$ cat config.mk
export PLATFORM = sky130hd
export DESIGN_NAME = scan_mux_n_flat
export DESIGN_NICKNAME = d
export VERILOG_FILES = /design/src/rtl/scan_mux_n_if.sv /design/src/rtl/scan_mux_n.sv /design/src/flat_wrapper.sv
export SDC_FILE = /design/constraint.sdc
export NUM_CORES = 1
export LEC_CHECK = 0
export CAP_MARGIN = 25
export CORE_MARGIN = 3
export CORE_UTILIZATION = 30
export CTS_CLUSTER_DIAMETER = 200
export DETAILED_ROUTE_END_ITERATION = 8
export GPL_ROUTABILITY_DRIVEN = 0
export PLACE_DENSITY = 0.62
export SYNTH_ARGS = -nofsm -noshare
export SYNTH_HDL_FRONTEND = slang
export SYNTH_SLANG_ARGS = --single-unit
$ cat constraint.sdc
create_clock -name clk -period 2.8 [get_ports clk]
set_input_delay 0.28 -clock clk [delete_from_list [all_inputs] [get_ports clk]]
set_output_delay 0.28 -clock clk [all_outputs]
set_load 0.01 [all_outputs]
$ cat src/rtl/scan_mux_n_if.sv
// Channel-selector bus: control, flattened channel data and selected output.
// The bench drives through the master modport; scan_mux_n takes the slave side.
interface scan_mux_n_if #(
    parameter int W    = 5,
    parameter int N    = 6,
    parameter int SELW = 3,
    parameter int DWW  = 16
);
    logic            en;
    logic            mode;
    logic [SELW-1:0] sel_in;
    logic [DWW-1:0]  dwell;
    logic [N*W-1:0]  din;
    logic [W-1:0]    dout;
    logic [SELW-1:0] sel_out;
    logic            valid;
    logic            wrap;

    modport master (
        output en, mode, sel_in, dwell, din,
        input  dout, sel_out, valid, wrap
    );

    modport slave (
        input  en, mode, sel_in, dwell, din,
        output dout, sel_out, valid, wrap
    );
endinterface

$ cat src/rtl/scan_mux_n.sv
// Registered N-to-1 selector of W-bit codes.
// Supports a manual select mode and a round-robin auto-scan mode with a programmable dwell.
module scan_mux_n #(
    parameter int W    = 5,
    parameter int N    = 6,
    parameter int SELW = 3,
    parameter int DWW  = 16
) (
    input logic        clk,
    input logic        rst,
    scan_mux_n_if.slave bus
);

    logic [W-1:0]    dout_q, dout_d;
    logic [SELW-1:0] sel_q, sel_d;
    logic            valid_q, valid_d;
    logic            wrap_q, wrap_d;
    logic [DWW-1:0]  cnt_q, cnt_d;
    logic [SELW-1:0] base;

    // Explicit compare chain keeps an out-of-range select from indexing past din.
    function automatic logic [W-1:0] pick(
        input logic [SELW-1:0] s,
        input logic [N*W-1:0]  d
    );
        logic [W-1:0] r;
        r = '0;
        for (int k = 0; k < N; k++) begin
            if (s == SELW'(k)) r = d[k*W +: W];
        end
        return r;
    endfunction

    always_ff @(posedge clk) begin
        if (rst) begin
            dout_q  <= '0;
            sel_q   <= '0;
            valid_q <= 1'b0;
            wrap_q  <= 1'b0;
            cnt_q   <= '0;
        end else begin
            dout_q  <= dout_d;
            sel_q   <= sel_d;
            valid_q <= valid_d;
            wrap_q  <= wrap_d;
            cnt_q   <= cnt_d;
        end
    end

    always_comb begin
        dout_d  = dout_q;
        sel_d   = sel_q;
        valid_d = valid_q;
        wrap_d  = 1'b0;
        cnt_d   = cnt_q;
        base    = valid_q ? sel_q : '0;
        if (bus.en) begin
            if (!bus.mode) begin
                cnt_d = '0;
                if (int'(bus.sel_in) < N) begin
                    sel_d   = bus.sel_in;
                    dout_d  = pick(bus.sel_in, bus.din);
                    valid_d = 1'b1;
                end
            end else begin
                if (cnt_q < bus.dwell) begin
                    cnt_d = cnt_q + DWW'(1);
                    sel_d = base;
                end else begin
                    cnt_d = '0;
                    if (base == SELW'(N - 1)) begin
                        sel_d  = '0;
                        wrap_d = 1'b1;
                    end else begin
                        sel_d = base + SELW'(1);
                    end
                end
                dout_d  = pick(sel_d, bus.din);
                valid_d = 1'b1;
            end
        end
    end

    assign bus.dout    = dout_q;
    assign bus.sel_out = sel_q;
    assign bus.valid   = valid_q;
    assign bus.wrap    = wrap_q;

endmodule

$ cat src/flat_wrapper.sv
// flat-port wrapper written by rule: the top's interface ports become plain ports
module scan_mux_n_flat 
#(
    parameter int W    = 5,
    parameter int N    = 6,
    parameter int SELW = 3,
    parameter int DWW  = 16
)
  (clk, rst, bus_en, bus_mode, bus_sel_in, bus_dwell, bus_din, bus_dout, bus_sel_out, bus_valid, bus_wrap);
  scan_mux_n_if #(.W(W), .N(N), .SELW(SELW), .DWW(DWW)) bus_i ();
  input logic clk;
  input logic rst;
  input wire logic [$bits(bus_i.en)-1:0] bus_en;
  input wire logic [$bits(bus_i.mode)-1:0] bus_mode;
  input wire logic [$bits(bus_i.sel_in)-1:0] bus_sel_in;
  input wire logic [$bits(bus_i.dwell)-1:0] bus_dwell;
  input wire logic [$bits(bus_i.din)-1:0] bus_din;
  output wire logic [$bits(bus_i.dout)-1:0] bus_dout;
  output wire logic [$bits(bus_i.sel_out)-1:0] bus_sel_out;
  output wire logic [$bits(bus_i.valid)-1:0] bus_valid;
  output wire logic [$bits(bus_i.wrap)-1:0] bus_wrap;
  assign bus_i.en = bus_en;
  assign bus_i.mode = bus_mode;
  assign bus_i.sel_in = bus_sel_in;
  assign bus_i.dwell = bus_dwell;
  assign bus_i.din = bus_din;
  assign bus_dout = bus_i.dout;
  assign bus_sel_out = bus_i.sel_out;
  assign bus_valid = bus_i.valid;
  assign bus_wrap = bus_i.wrap;
  scan_mux_n #(.W(W), .N(N), .SELW(SELW), .DWW(DWW)) u_core (.clk(clk), .rst(rst), .bus(bus_i));
endmodule
==> summary.md, run 1 <==
| Metric | Value |
|---|---|
| CTS tree | done |
| Via count of the first global-routing pass | 2817 |
| Worst slack, placed | -0.372 ns |
| Cts bufs inserted | 3 |
| Port bufs | just over 60 |
| Via density | around 5.5 |
| Layout area overhead | 51.2% |
| Hpwl dp | 6110 µm |
| #FFs+latches synth | 26 |
| Async SR Flop Fraction | 0% |
| Peak VDD IR | 178 µV |
| Leak Pwr | around 0.0015 µW |
| Register-to-Register Path Depth | 11 |
| CP Data Arrival Time | around 2.9 ns |
| Crit start category | input port |
| Hold Slack | between 0.4 and 0.5 ns |
| Synth Cell Area | 2430 µm² |
| Vias | roughly 2800 |
| CTS Buffer Depth | 2 |
| FMAX | 373 MHz |
| Die area | approximately 9200 µm² |
| Drt wl/cell | about 15 µm |
| DRT Wirelength | 8000 µm |
| WS Path Type | in2reg |
| Largest net degree at the start of global routing | 18 |
| Synth top cells by count | nor2_1 (36), o21ai_0 (32), nand2_1 (30), dfxtp_1 (26), inv_1 (17) |
| Slew margin rel. | between 50 and 60% |
| Hold_buf cts | 0 |
| Total global routing overflow | 0 |
| Post-Syn Area per Cell | about 7.3 µm² |
| Initial antenna violation count | 0 |
| Most frequent cell after synthesis | nor2_1 |
| Clk sinks | 26 |
| Clock transition at path regs | roughly 0.1 ns |
| Status | complete, no violations |
| Clock Skew | between 0.004 and 0.005 ns |
| Remaining antenna violation count | 0 |
| Initial DRC Count | ~140 |
| Row count | 32 |
| Core area | between 7000 and 8000 µm² |
| Worst Setup SP | bus_dwell[9] |
| Overall Global Routing Usage | roughly 17% |
| Ys Warns | 0 |
| Share of Yosys cell area claimed by the top area cell type | 21.4% |
| Seq/Total Area, Yosys | 21.4% |
| Inserted Diodes | 0 |
| Final-report setup violation count | 0 |
| Main area contributors after synthesis | dfxtp_1 (21%), ha_1 (8.2%), o21ai_0 (6.6%), nor2_1 (5.6%), nand2_1 (4.6%) |
| PwrDens | roughly 290 nW/µm² |
| CTS H-Tree Depth | 1 |
| Slew Viols, Final | 0 |
| Main synth FF type | dfxtp_1 |
| Crit path capture | u_core.bus.dout[1] |
| Worst Setup End Kind | register |
| Die H | 96.0 µm |
| Synth Net Count | 400 |
| FF-to-FF End | u_core.bus.dout[2] |
| Mapped Cells | roughly 330 |
| Post-route DRC | 0 |
| Cell variety after synth | between 50 and 60 |
| Critical Path Fanout Max | 4 |
| Clk_lat worst skew | roughly 0.28 ns |
| Endpoints failing hold | 0 |
| Fin cells | 520 |
| Required @ worst endpoint | between 2 and 3 ns |
| Tcrit/Tclk final | between 90% and 100% |
| Hold Path Class | reg2reg |
| Clk root buf | clkbuf_8 |
| Post-route setup TNS | 0 ns |
| Nets@finish | 488 |
| EDFF count, synth | 0 |
| Share of layout cells above drive strength 1 | about 20% |
| Reg2Reg Setup Slack | 0.19 ns |
| Dpl cells | between 500 and 600 |
| Die X-Extent | 96.0 µm |
| I/O pins | 63 |
| First-pass GRT wire length | around 13000 µm |
| Final min period | approximately 2.7 ns |
| Total of max-cap violations | 0 |
| Starting Density | between 30% and 40% |
| Synth area leader | dfxtp_1 |
| Final WS setup | 0.116 ns |
| Worst R2R Start | u_core.cnt_q[11] |
| Tightest Pin Transition | 0.595 ns |
| Pre-Repair DR Iteration Count | 4 |
| Power Total | roughly 1000 µW |
==> kinds of logic (layout without fill, tap and decap cells) <==
kind of cell	count (synthesis)	in the layout	synth area share [%]
multiplexers	17	17	8.34
adder cells (fa/ha/maj)	16	16	8.23
flip-flops	26	26	21.4
buffers and inverters	36	123	6.12
XOR/XNOR	6	6	2.16
AO/OA/AOI/OAI	95	95	26.8
AND/OR/NAND/NOR	135	135	27.0
==> worst min-delay path by stage <==
| stage | startpoint | to | slack (ns) | depth (start not counted) |
|---|---|---|---|---|
| after global placement | u_core.cnt_q[15] | u_core.cnt_q[15] | 0.45 | 1 |
| final | u_core.cnt_q[15] | u_core.cnt_q[15] | 0.47 | 1 |
| after global routing | u_core.cnt_q[15] | u_core.cnt_q[15] | 0.50 | 1 |
| after detailed placement | u_core.cnt_q[15] | u_core.cnt_q[15] | 0.45 | 1 |
| after CTS | u_core.cnt_q[15] | u_core.cnt_q[15] | 0.47 | 1 |
| after floorplan | bus_en | u_core.bus.sel_out[1] | 0.38 | 1 |
==> critical path, stage by stage <==
cell	delay [ns]
clkdlybuf4s50_1	0.46
inv_1	0.06
ha_4	0.24
a21oi_2	0.11
o21ai_1	0.07
buf_4	0.14
a221oi_2	0.26
buf_4	0.19
and2_4	0.17
xnor2_2	0.15
buf_4	0.18
mux2_2	0.34
nor3_1	0.14
nor4_1	0.06
==> flip-flops by register name, indices dropped and copies added, names as in the netlist <==
signal / count
u_core.bus.wrap: 1
u_core.cnt_q: 16
u_core.bus.dout: 5
u_core.bus.valid: 1
u_core.bus.sel_out: 3
==> placed cells by master (no fill, tap or decap), types with 6 or more instances in the layout <==
cell              n
nor4_1            6
nand2_1          28
ha_1             13
nor2b_1           6
a21oi_1          12
dfxtp_1          25
inv_1            16
nand3_1          13
nor3_1           12
mux2_2            6
and3_1            6
clkdlybuf4s50_1  60
buf_4            35
a31oi_1           7
o21ai_0          26
o21ai_1           7
nor2_1           35
mux2i_1           9
==> area by class of cell <==
class | instances | area [µm²]
timing repair buffer | 102 | 967
inverter | 17 | 63.8
tap | 102 | 128
fill | 767 | 4130
clock buffer | 3 | 41.3
sequential | 26 | 522
multi-input combinational | 269 | 1920
clock inverter | 1 | 30.0
==> what timing repair did <==
item | 4_1_cts | 5_1_grt
endpoints found under the setup margin | 13 | 15
cloned | 0 | 1
pin swaps | 2 | 12
setup buffers | 0 | 2
resized for setup | 13 | 27
==> through the flow <==
stage / area, µm² / util (%)
floorplan: 2430 / -
global placement: 3380 / 43.3
detailed placement: 3380 / 43.3
CTS: 3530 / 45.2
global route: 3680 / 47.1
finish: 3680 / 47.1
==> metal layers <==
layer | part of all wire (%) | vias up | global-route usage, % | wire (µm)
met4 | 0.90 | 0 | 3.91 | 72
met1 | 42 | 1293 | 21.5 | 3380
met3 | 8.6 | 10 | 3.67 | 686
met5 | 0 | - | 0 | 0
li1 | - | 1404 | - | -
met2 | 48 | 128 | 29.7 | 3860
==> report_power, final <==
group	internal (µW)	leakage, µW	switching [µW]
clock network	192	0.0000357	135
registers	381	0.000212	13.8
logic	179	0.00123	149
Note: power is estimated with default switching activity, not from simulation.
==> run 2, diff against run 1 <==
--- a/config.mk
+++ b/config.mk
@@ -12,6 +12,7 @@
 export DETAILED_ROUTE_END_ITERATION = 8
 export GPL_ROUTABILITY_DRIVEN = 0
 export PLACE_DENSITY = 0.62
+export RECOVER_POWER = 100
 export SYNTH_ARGS = -nofsm -noshare
 export SYNTH_HDL_FRONTEND = slang
 export SYNTH_SLANG_ARGS = --single-unit
==> constraint.sdc (replaced) <==
create_clock -name clk -period 3.12 [get_ports clk]
set_input_delay 0.312 -clock clk [delete_from_list [all_inputs] [get_ports clk]]
set_output_delay 0.312 -clock clk [all_outputs]
set_load 0.01 [all_outputs]
==> run 2 against run 1 <==
Against the previous run:
- register-to-register slack improved by 0.16 ns
- final cell count fell by 2.9%
- non-clock buffer count fell by 15
- clock power fell by 11%
- via count fell by 4.0%
- critical endpoint is now u_core.bus.dout[4]
- sequential share of layout area rose by 1.3 points
- flip-flop and latch count did not move
- worst hold slack improved by 0.019 ns
- die area did not move
- first-iteration DRC count fell by 2.8%
==> summary.md, run 2 (synthesis results as in run 1) <==
| Metric | Value |
|---|---|
| Status | complete, no violations |
| CP top delay family | compound AO/OA/AOI/OAI gates |
| DRT Wirelength | 7460 µm |
| Hpwl dp | between 5000 and 6000 µm |
| Tightest Pin Transition | approximately 0.74 ns |
| Critical path depth in cells | 13 |
| Final-report setup violation count | 0 |
| Critical Path Fanout Max | 5 |
| Clk root buf | clkbuf_8 |
| Die H | slightly below 100 µm |
| Slew Viols, Final | 0 |
| Global Route met1 Usage | between 20 and 25% |
| Number of fill cells | 806 |
| Port bufs | 62 |
| Crit path capture | u_core.bus.dout[4] |
| Remaining antenna violation count | 0 |
| Most Crowded Layer GR | met2 |
| Clock Skew | between 0.0015 and 0.002 ns |
| Total of max-cap violations | 0 |
| Most common cell after layout, fill and taps aside | clkdlybuf4s50_1 |
| Worst R2R Start | u_core.cnt_q[11] |
| Clock transition at path regs | around 0.10 ns |
| Starting Density | between 30% and 40% |
| Buffers and inverters on the worst path | 4 |
| Final min period | slightly below 3 ns |
| Register area | 520 µm² |
| Max incr delay on CP | 0.46 ns |
| FMAX | about 340 MHz |
| PwrDens | around 270 nW/µm² |
| Die X-Extent | just under 100 µm |
| Number of flip-flops in the largest register | 16 |
| GRT met3 Usage | between 2 and 3% |
| Cell at the slowest stage of the critical path | clkdlybuf4s50_1 |
| Top reg by flops | u_core.cnt_q |
| FF-to-FF End | u_core.bus.dout[4] |
| Core area | approximately 7800 µm² |
| CP dominant cell by count | buf_4 |
| Cts bufs inserted | 3 |
| Reg2Reg Setup Slack | between 0.3 and 0.4 ns |
| CTS H-Tree Depth | 1 |
| Required @ worst endpoint | 3.28 ns |
| Worst Setup End Kind | register |
| Via density | 5.39 |
| Layout area overhead | 38.0% |
| Crit start category | input port |
| Post_cts resized | 0 |
| Initial antenna violation count | 0 |
| Total global routing overflow | 0 |
| CTS tree | done |
| Hold Path Class | reg2reg |
| Overall Global Routing Usage | about 16% |
| Tcrit/Tclk final | 94.0% |
| WS Path Type | in2reg |
| Clk sinks | 26 |
| Peak VDD IR | roughly 200 µV |
| Register-to-Register Path Depth | 11 |
| RSZ-0062 raised after global routing | false |
| Worst Setup SP | bus_dwell[11] |
| I/O pins | 63 |
| Drt wl/cell | about 15 µm |
| Row count | 32 |
| Endpoints failing hold | 0 |
| Multi-input logic area | ~1800 µm² |
| Nets@finish | approximately 470 |
| Initial DRC Count | about 140 |
| CP Cell Sequence | clkdlybuf4s50_1, inv_1, ha_1, a21oi_1, o21ai_0, buf_4, a221oi_2, buf_4, a31oi_1, a32o_1, o31a_1, a2111oi_2, nor4_1 |
| Hold_buf cts | 0 |
| Share of layout cells above drive strength 1 | about 11% |
| CP Data Arrival Time | a little over 3 ns |
| Worst slack, placed | -0.105 ns |
| Vias | 2721 |
| CTS Buffer Depth | 2 |
| Slew margin rel. | between 50% and 60% |
| Clk_lat worst skew | around 0.27 ns |
| Post-route setup TNS | 0 ns |
| Most frequent cells in the layout | clkdlybuf4s50_1 (52), nor2_1 (35), o21ai_0 (33), nand2_1 (30), dfxtp_1 (26) |
| Leak Pwr | roughly 0.0014 µW |
| Pre-Repair DR Iteration Count | 4 |
| Post-route DRC | 0 |
| Inserted Diodes | 0 |
| Via count of the first global-routing pass | approximately 2600 |
| Met2 Track Usage GR | between 20% and 30% |
| Die area | 9220 µm² |
| Largest net degree at the start of global routing | 21 |
| Setup bufs post-CTS | 0 |
| Final WS setup | 0.187 ns |
| First-pass GRT wire length | 12000 µm |
run 2: cell count changes in the layout (fill, tap and decap cells not counted), moves of 7 or more:
cell / before / now
o21ai_0: 26 / 33
buf_4: 35 / 22
dlygate4sd3_1: 0 / 10
clkdlybuf4s50_1: 60 / 52
o21ai_1: 7 / 0
run 2: through the flow:
stage / instance area, µm² / total power, µW / util, % / std cells / hold slack, ns
2_1_floorplan: 2430 / 494 / - / 331 / 0.408
5_1_grt: 3350 / 957 / 43.0 / 505 / 0.540
3_3_place_gp: 3280 / 627 / 42.0 / 501 / 0.450
3_5_place_dp: 3280 / 631 / 42.0 / 501 / 0.462
6_report: 3350 / 912 / 43.0 / 505 / 0.487
4_1_cts: 3350 / 921 / 42.9 / 505 / 0.480
run 2: worst reg2reg max path: cells and delay by family, from the launching register on:
family	cells	cell delay (ns)
adders and majority gates	1	0.29
DFF	1	0.41
and+or+nand+nor	1	0.10
buffers and inverters	2	0.31
AOI/OAI and AO/OA	7	1.56
run 2: worst min-delay path by stage:
stage / cells past startpoint / from / slack, ns / endpoint
2_1_floorplan: 1 / bus_en / 0.41 / u_core.bus.sel_out[1]
3_3_place_gp: 1 / u_core.cnt_q[15] / 0.45 / u_core.cnt_q[15]
3_5_place_dp: 1 / u_core.cnt_q[15] / 0.46 / u_core.cnt_q[15]
4_1_cts: 1 / u_core.cnt_q[15] / 0.48 / u_core.cnt_q[15]
5_1_grt: 1 / u_core.cnt_q[15] / 0.54 / u_core.cnt_q[15]
6_report: 1 / u_core.cnt_q[15] / 0.49 / u_core.cnt_q[15]
run 2: final cells by class:
| type | instances | share of cell area, % |
|---|---|---|
| clock inverters | 1 | 0.895 |
| repair buffers | 87 | 23.8 |
| inverters | 17 | 1.90 |
| clock buffers | 3 | 1.23 |
| well taps | 102 | 3.80 |
| multi-input cells | 269 | 52.9 |
| flip-flops and latches | 26 | 15.5 |
run 2: power by group:
part,switching (µW),internal (µW)
sequential,19.4,342
combinational,116,145
clock,117,172
run 2: layer usage:
| metal | vias up | part of all wire [%] |
|---|---|---|
| met3 | 4 | 6.4 |
| met4 | 0 | 0.43 |
| met5 | - | 0 |
| met2 | 88 | 48 |
| li1 | 1371 | - |
| met1 | 1258 | 45 |
==> run 3, diff against run 2 <==
--- a/config.mk
+++ b/config.mk
@@ -6,12 +6,12 @@
 export NUM_CORES = 1
 export LEC_CHECK = 0
 export CAP_MARGIN = 25
-export CORE_MARGIN = 3
-export CORE_UTILIZATION = 30
+export CORE_MARGIN = 5
+export CORE_UTILIZATION = 54
 export CTS_CLUSTER_DIAMETER = 200
 export DETAILED_ROUTE_END_ITERATION = 8
 export GPL_ROUTABILITY_DRIVEN = 0
-export PLACE_DENSITY = 0.62
+export PLACE_DENSITY = 0.95
 export RECOVER_POWER = 100
 export SYNTH_ARGS = -nofsm -noshare
 export SYNTH_HDL_FRONTEND = slang
==> run 3 against run 2 <==
Against the previous run:
- first-iteration DRC count grew to 2.7 times the previous value
- worst hold slack gained 0.015 ns
- count of clock-buffer cells in the layout grew 1
- critical path type unchanged
- largest power group unchanged
==> summary.md, run 3 (synthesis results as in run 1) <==
| Metric | Value |
|---|---|
| Clock share of power | approximately 26% |
| Clk root buf | clkbuf_8 |
| Total of max-cap violations | 0 |
| Required @ worst endpoint | about 3.3 ns |
| Crit start category | input port |
| Most frequent cells in the layout | clkdlybuf4s50_1 (51), nor2_1 (36), o21ai_0 (33), nand2_1 (30), dfxtp_1 (26) |
| Worst Setup End Kind | register |
| Hold_buf cts | 0 |
| Row count | 24 |
| Tcrit/Tclk final | about 95% |
| Leak Pwr | between 0.001 and 0.0015 µW |
| Power Total | 843 µW |
| Hold Slack | just over 0.5 ns |
| Largest net degree at the start of global routing | 21 |
| Die X-Extent | 77.1 µm |
| Power share of the sequential group | between 40% and 50% |
| Clock transition at path regs | 0.08 ns |
| Clk sinks | 26 |
| Clock Skew | just under 0.01 ns |
| Layout area overhead | 32.9% |
| Critical Path Fanout Max | 5 |
| Via count of the first global-routing pass | between 2000 and 3000 |
| Hpwl dp | roughly 6100 µm |
| Switching power share of the total | between 20% and 30% |
| Total global routing overflow | 0 |
| Slew Viols, Final | 0 |
| Setup bufs post-CTS | 0 |
| CP Data Arrival Time | approximately 3.1 ns |
| First-pass GRT wire length | between 10000 and 15000 µm |
| Worst slack, placed | -0.129 ns |
| Vias | 2899 |
| DRT Wirelength | approximately 7700 µm |
| Remaining antenna violation count | 0 |
| Pre-Repair DR Iteration Count | 5 |
| Inserted Diodes | 0 |
| Status | complete, no violations |
| Post-route DRC | 0 |
| Share of layout cells above drive strength 1 | approximately a tenth |
| Die area | approximately 5900 µm² |
| Post-route setup TNS | 0 ns |
| I/O pins | 63 |
| Most common cell after layout, fill and taps aside | clkdlybuf4s50_1 |
| CTS tree | done |
| Slew margin rel. | a little over half |
| Top reg by flops | u_core.cnt_q |
| Port bufs | 62 |
| Final-report setup violation count | 0 |
| Starting Density | 55.8% |
| Clk_lat worst skew | 0.27 ns |
| Number of fill cells | between 200 and 300 |
| RSZ-0062 raised after global routing | false |
| PwrDens | ~260 nW/µm² |
| Die H | a little under 80 µm |
| Int Power | ~600 µW |
| FMAX | approximately 340 MHz |
| Core area | 4350 µm² |
| Final WS setup | 0.164 ns |
| Combinational share of power | 31.5% |
| Nets@finish | around 470 |
| CTS Buffer Depth | 2 |
| Final min period | roughly 3.0 ns |
| Via density | approximately 6.5 |
| Initial DRC Count | approximately 370 |
| WS Path Type | in2reg |
| Number of flip-flops in the largest register | 16 |
| Peak VDD IR | 282 µV |
| Drt wl/cell | 17.2 µm |
| Tightest Pin Transition | just under 0.7 ns |
| Hold Path Class | reg2reg |
| Endpoints failing hold | 0 |
| CTS H-Tree Depth | 1 |
| Overall Global Routing Usage | between 20% and 30% |
| Cts bufs inserted | 3 |
| Sw power | around 250 µW |
| Initial antenna violation count | 0 |
[run 3: critical path, stage by stage]
cell	delay, ns
clkdlybuf4s50_1	0.45
inv_1	0.04
ha_1	0.28
a2111o_1	0.40
a32oi_2	0.22
buf_4	0.18
a31oi_1	0.16
a32o_1	0.27
o31a_1	0.32
a2111oi_2	0.38
nor4_1	0.10
[run 3: per-stage QoR]
step	util [%]	cell area, µm²	std cells
4_1_cts	74.3	3230	448
3_5_place_dp	73.0	3180	444
3_3_place_gp	73.0	3180	444
6_report	74.2	3230	448
2_1_floorplan	-	2430	331
5_1_grt	74.2	3230	448
[run 3: timing repair]
item,4_1_cts,5_1_grt
gates resized for setup,0,2
hold endpoints to repair,0,0
setup endpoints to repair,0,3
[run 3: final timing paths]
kind / start / endpoint / slack, ns / depth (start not counted)
setup / recovery: bus_dwell[1] / u_core.bus.dout[4] / 0.16 / 11
hold / removal: u_core.cnt_q[15] / u_core.cnt_q[15] / 0.50 / 1
setup reg to reg: u_core.cnt_q[1] / u_core.bus.dout[4] / 0.29 / 9
hold reg to reg: u_core.cnt_q[15] / u_core.cnt_q[15] / 0.50 / 1
[run 3: layout make-up]
| type | count | area, µm² | share of cell area (%) |
|---|---|---|---|
| flip-flops and latches | 26 | 520 | 16.1 |
| inverters | 17 | 63.8 | 1.97 |
| clock buffers | 4 | 55.1 | 1.70 |
| well taps | 52 | 65.1 | 2.01 |
| multi-input cells | 269 | 1770 | 54.7 |
| repair buffers | 80 | 759 | 23.5 |
[run 3: routing by layer]
layer,vias to the layer above,wire (µm),global-route usage (%)
met2,188,3510,40.0
met4,0,295,11.0
met3,40,760,4.92
met5,-,0,0
met1,1310,3120,33.5
li1,1361,-,-
[run 3: power by group through the flow]
| stage | Sequential (µW) | Clock [µW] | Combinational, µW |
|---|---|---|---|
| final | 361 | 217 | 265 |
| after global placement | 367 | 0 | 252 |
| after global routing | 363 | 241 | 284 |
| after floorplan | 361 | 0 | 133 |
| after detailed placement | 368 | 0 | 261 |
| after CTS | 360 | 221 | 263 |
